**src/rtl/loop_div_pkg.sv**
```systemverilog
// rtl/loop_div_pkg.sv - shared types, widths and match helper for the loop divider meter
package loop_div_pkg;

  localparam int CNT_W  = 7;
  localparam int DIVN_W = 6;

  localparam logic [CNT_W-1:0] CNT_MAX = '1;

  typedef enum logic [1:0] {
    ST_IDLE,
    ST_WAIT_EDGE,
    ST_MEASURE
  } state_t;

  // A period is good when its length equals div_n and its high time is within half a cycle of 50 %.
  function automatic logic period_match(input logic [CNT_W-1:0]  period,
                                        input logic [CNT_W-1:0]  high,
                                        input logic [DIVN_W-1:0] div_n);
    logic [CNT_W-1:0] n;
    logic [CNT_W-1:0] lo;
    logic [CNT_W-1:0] hi;
    n  = CNT_W'(div_n);
    lo = n >> 1;
    hi = (n + CNT_W'(1)) >> 1;
    return (period == n) && ((high == lo) || (high == hi));
  endfunction

endpackage

```
**src/rtl/loop_div_sync.sv**
```systemverilog
// rtl/loop_div_sync.sv - two-flop synchronizer plus edge flop for the divided clock
module loop_div_sync (
  input  logic clk,
  input  logic rst,
  input  logic div_in,
  output logic level,
  output logic level_q,
  output logic rise
);

  logic sync1;
  logic sync2;
  logic sync3;

  always_ff @(posedge clk) begin
    if (rst) begin
      sync1 <= 1'b0;
      sync2 <= 1'b0;
      sync3 <= 1'b0;
    end else begin
      sync1 <= div_in;
      sync2 <= sync1;
      sync3 <= sync2;
    end
  end

  assign level   = sync2;
  assign level_q = sync3;
  assign rise    = sync2 & ~sync3;

endmodule

```
**src/rtl/loop_div_meter.sv**
```systemverilog
// rtl/loop_div_meter.sv - measures period and high time of a divided clock and reports lock
module loop_div_meter
  import loop_div_pkg::*;
#(
  parameter int LOCK_N  = 4,
  parameter int TIMEOUT = 127
) (
  input  logic              clk,
  input  logic              rst,
  input  logic [DIVN_W-1:0] div_n,
  input  logic              div_in,
  output logic [CNT_W-1:0]  period_o,
  output logic [CNT_W-1:0]  high_o,
  output logic              meas_valid,
  output logic              lock,
  output logic              err,
  output logic              timeout
);

  localparam logic [CNT_W-1:0] TO_CNT   = CNT_W'(TIMEOUT);
  localparam logic [CNT_W-1:0] LOCK_CNT = CNT_W'(LOCK_N);

  state_t            state;
  state_t            state_nxt;
  logic [DIVN_W-1:0] div_n_q;
  logic [CNT_W-1:0]  period_cnt;
  logic [CNT_W-1:0]  high_cnt;
  logic [CNT_W-1:0]  good_cnt;
  logic [CNT_W-1:0]  good_nxt;
  logic              level;
  logic              level_q;
  logic              rise;
  logic              div_chg;
  logic              match;
  logic              meas_evt;
  logic              to_evt;
  logic              lock_nxt;

  loop_div_sync u_sync (
    .clk     (clk),
    .rst     (rst),
    .div_in  (div_in),
    .level   (level),
    .level_q (level_q),
    .rise    (rise)
  );

  always_ff @(posedge clk) begin
    if (rst) begin
      state <= ST_IDLE;
    end else begin
      state <= state_nxt;
    end
  end

  // A div_n change overrides every other event in the same cycle.
  always_comb begin
    state_nxt = state;
    if (div_chg) begin
      state_nxt = ST_IDLE;
    end else begin
      case (state)
        ST_IDLE:      if (div_n_q >= DIVN_W'(2)) state_nxt = ST_WAIT_EDGE;
        ST_WAIT_EDGE: if (rise) state_nxt = ST_MEASURE;
        ST_MEASURE:   if (to_evt) state_nxt = ST_WAIT_EDGE;
        default:      state_nxt = ST_IDLE;
      endcase
    end
  end

  always_comb begin
    div_chg  = (div_n != div_n_q);
    match    = period_match(period_cnt, high_cnt, div_n_q);
    meas_evt = 1'b0;
    to_evt   = 1'b0;
    if (!div_chg && (state == ST_MEASURE)) begin
      if (rise) begin
        meas_evt = 1'b1;
      end else if (period_cnt >= TO_CNT) begin
        to_evt = 1'b1;
      end
    end

    good_nxt = good_cnt;
    if (div_chg || to_evt || (meas_evt && !match)) begin
      good_nxt = '0;
    end else if (meas_evt && (good_cnt < LOCK_CNT)) begin
      good_nxt = good_cnt + CNT_W'(1);
    end

    lock_nxt = lock;
    if (div_chg || to_evt) begin
      lock_nxt = 1'b0;
    end else if (meas_evt) begin
      lock_nxt = match && (good_nxt == LOCK_CNT);
    end
  end

  always_ff @(posedge clk) begin
    if (rst) begin
      div_n_q    <= '0;
      period_cnt <= '0;
      high_cnt   <= '0;
      good_cnt   <= '0;
      period_o   <= '0;
      high_o     <= '0;
      meas_valid <= 1'b0;
      lock       <= 1'b0;
      err        <= 1'b0;
      timeout    <= 1'b0;
    end else begin
      div_n_q    <= div_n;
      good_cnt   <= good_nxt;
      lock       <= lock_nxt;
      meas_valid <= meas_evt;
      err        <= meas_evt & ~match;
      timeout    <= to_evt;
      if (meas_evt) begin
        period_o <= period_cnt;
        high_o   <= high_cnt;
      end

      if (div_chg || (state == ST_IDLE)) begin
        period_cnt <= '0;
        high_cnt   <= '0;
      end else if (rise) begin
        period_cnt <= CNT_W'(1);
        high_cnt   <= CNT_W'(1);
      end else begin
        if (period_cnt != CNT_MAX) period_cnt <= period_cnt + CNT_W'(1);
        // The rise cycle is already counted by the load, so only cycles still high after it add.
        if (level && level_q && (high_cnt != CNT_MAX)) high_cnt <= high_cnt + CNT_W'(1);
      end
    end
  end

endmodule
```
**config.mk**
```make
export PLATFORM = sky130hd
export DESIGN_NAME = loop_div_meter
export DESIGN_NICKNAME = d
export VERILOG_FILES = /design/src/rtl/loop_div_pkg.sv /design/src/rtl/loop_div_sync.sv /design/src/rtl/loop_div_meter.sv
export SDC_FILE = /design/constraint.sdc
export NUM_CORES = 1
export LEC_CHECK = 0
export BUFFER_PORTS_ARGS = -buffer_cell sky130_fd_sc_hd__clkbuf_2
export CELL_PAD_IN_SITES_DETAIL_PLACEMENT = 0
export CELL_PAD_IN_SITES_GLOBAL_PLACEMENT = 1
export CORE_UTILIZATION = 46
export CTS_BUF_LIST = sky130_fd_sc_hd__clkbuf_8
export DETAILED_ROUTE_END_ITERATION = 7
export PLACE_DENSITY_LB_ADDON = 0.08
export SLEW_MARGIN = 0
export SYNTH_ARGS = -nofsm -noshare
export SYNTH_HDL_FRONTEND = slang
export SYNTH_SLANG_ARGS = --single-unit
```
**constraint.sdc**
```tcl
create_clock -name clk -period 2.1 [get_ports clk]
set_input_delay 0.21 -clock clk [delete_from_list [all_inputs] [get_ports clk]]
set_output_delay 0.21 -clock clk [all_outputs]
set_load 0.03 [all_outputs]
```
==> results.md <==
- Status: completed
- Worst r2r dst: good_cnt[6]
- First-pass GRT wire length: 7755 um
- Highest routed layer: met4
- Slew headroom: 0.6133
- Final Instance Count excl. Fillers: 352
- Post_cts resized: 0
- Routed length per instance: about 14 um
- Startpoint Class: flop
- Warnings from Yosys: 0
- CTS clk-pin slew, worst paths: roughly 90 ps
- Iter 0 DRT Violations: 44
- Diodes inserted: 0
- Register-to-Register Setup Slack: ~140 ps
- Hold_sp: div_in
- # IOs: 27
- Hold Fails Final Rpt: 0
- Seq/Total Area, Yosys: 0.4126
- DRC: 0
- Post-route clock period utilization: 0.9338
- Final Skew: between 6 and 7 ps
- Fin area: around 2700 sq um
- Required time of the critical path: between 2000 and 2500 ps
- Final Util: 0.5284
- Hold slack final: 108.1 ps
- Worst Max-Slew Pin Slew: ~580 ps
- Commonest non-fill, non-tap cell in the layout: dfxtp_1
- Via density: between 5 and 6
- Num CTS Buffers: 5
- Synth-to-layout area growth: 11.24%
- Pre-Repair DR Iteration Count: 4
- Clock Tree Buf Depth: 2
- Hold depth: 2
- Post-synth ARST share: 0
- TNS Setup: 0 ps
- Reg2reg path depth: 7
- Most frequent cells in the layout: dfxtp_1 (50), nor2_1 (39), clkbuf_2 (26)
- CTS tree: built
- Mapped cell area: approximately 2400 sq um
- DR WL met3: ~130 um
- Number of synthesized register bits: 50
- Vias in the first global route: 1591
- H-tree Lvls: 2
- RSZ-0062 raised after global routing: no
- Max Slew Vio Count: 0
- Antenna violations before repair: 0
- Post-DP Area: 2609 sq um
- Maximum clock frequency: 0.5100 GHz
- Root Driver: clkbuf_8
- Starting Density: 0.4750
- Pwr dens: 603.7 nW/um^2
- GRT Overall Usage: 0.1910
- Cells after DPL: about 340
- Gr ovfl total: 0
- Setup WS pre-CTS: 128.4 ps
- RePlAce Congestion: 0.8190
- Post-synth net total: 270
- Rows: 26
- Setup slack after layout: roughly 140 ps
- Die Ht: ~75 um
- Met2 routed WL: between 2000 and 2500 um
- EDFF count, synth: 0
- Metal-1 WL: 2345 um
- Final #Nets: between 200 and 300
- Drt total wl: approximately 4900 um
- Leak: 1.089 nW
- Vias: 1800
- Synthesized area per cell: about 9.5 sq um
- Arr. time, crit path: approximately 2200 ps
- Minimum clock period: around 2000 ps
- Maximum capacitance violations: 0
- Ys flop type: dfxtp_1
- CP Capture Type: flop
- Final Power: 1.629 mW
- CTS hold repair buffers: 0
- Share of cells above drive strength 1: 0.2199
- Reg-to-reg startpoint: div_n_q[0]
- Critical path type: reg2reg
- Final ANT Viol Nets: 0
- Peak VDD IR: ~0.34 mV
- TritonCTS Sinks: 50
- Full die area: approximately 5600 sq um
- # setup viols final: 0
- Hold Path Class: in2reg
- Hold-critical path endpoint: u_sync.sync1
- Worst-path fanout max: 6
- Placed wire-length estimate: 3519 um
- Input/output buffers: 26
- Largest net degree at the start of global routing: 27
- Number of post-CTS setup repair buffers: 0
- Die W: approximately 75 um
- Worst-Skew Late Latency: just over 300 ps
- Post-synth cell types: 47
- Core Footprint: between 5000 and 6000 sq um
- Mapped Cells: ~260
[cell families (layout without fill, tap and decap cells)]
| logic type | Yosys count | in the layout | share of synthesized area |
|---|---|---|---|
| adder cells (fa/ha/maj) | 5 | 5 | 0.02579 |
| multiplexers | 16 | 16 | 0.06601 |
| XOR/XNOR | 29 | 29 | 0.1078 |
| AND/OR/NAND/NOR | 107 | 107 | 0.2563 |
| buffers and inverters | 21 | 47 | 0.04899 |
| AO/OA/AOI/OAI | 28 | 28 | 0.08252 |
| flip-flops | 50 | 50 | 0.4126 |
[cell type report]
cell class                 count  area [sq um]
timing repair buffer          35         197.7
fill                         495          2409
inverter                       4         16.27
tap                           70         87.58
clock buffer                   5         68.82
multi-input combinational    185          1306
clock inverter                 3         21.27
sequential                    50          1001
[sequential cells by signal, indices dropped and copies added, names as in the netlist]
signal          flops
div_n_q             6
err                 1
good_cnt            7
high_cnt            7
high_o              7
lock                1
meas_valid          1
period_cnt          7
period_o            7
state               2
timeout             1
u_sync.level        1
u_sync.level_q      1
u_sync.sync1        1
[how the worst max path moves through the flow]
stage,start,end,slack (ps)
5_1_grt,div_n_q[0],good_cnt[6],30
4_1_cts,div_n_q[0],good_cnt[6],120
2_1_floorplan,div_n_q[1],good_cnt[3],260
6_report,div_n_q[0],good_cnt[6],140
3_5_place_dp,div_n_q[0],good_cnt[6],130
3_3_place_gp,div_n_q[0],good_cnt[4],160
[per-layer routing]
layer	GRT usage	vias to the layer above
li1	-	933
met1	0.2504	837
met2	0.3113	25
met3	0.03614	5
met4	0.07547	0
met5	0	-
[where the power goes]
part	internal (mW)	total (mW)	switching, mW
Combinational	0.0432	0.0995	0.0563
Clock	0.234	0.562	0.328
Sequential	0.956	0.968	0.0119
[Yosys cell counts (all sizes together), types with 4 or more instances]
cell type,number,area (sq um)
a21oi,6,30.03
a31oi,4,31.28
and2,4,25.02
buf,13,87.58
clkbuf,4,15.01
dfxtp,50,1001
ha,5,62.56
mux2i,16,160.2
nand2,12,50.05
nand3,5,35.03
nand4,9,56.30
nor2,40,157.6
nor2b,10,62.56
nor3,8,61.31
nor3b,4,50.05
nor4,6,58.80
o21ai,4,20.02
xnor2,13,113.9
xor2,16,147.7
[worst max-delay path: stages, from the launching register on]
cell and delay [ps]:
dfxtp_1 320, ha_1 260, and2_1 190, a211o_1 280, a31o_1 200, o2111a_2 180
nor3_4 310, nor3b_2 100
Power figures use the tool's default switching activity.
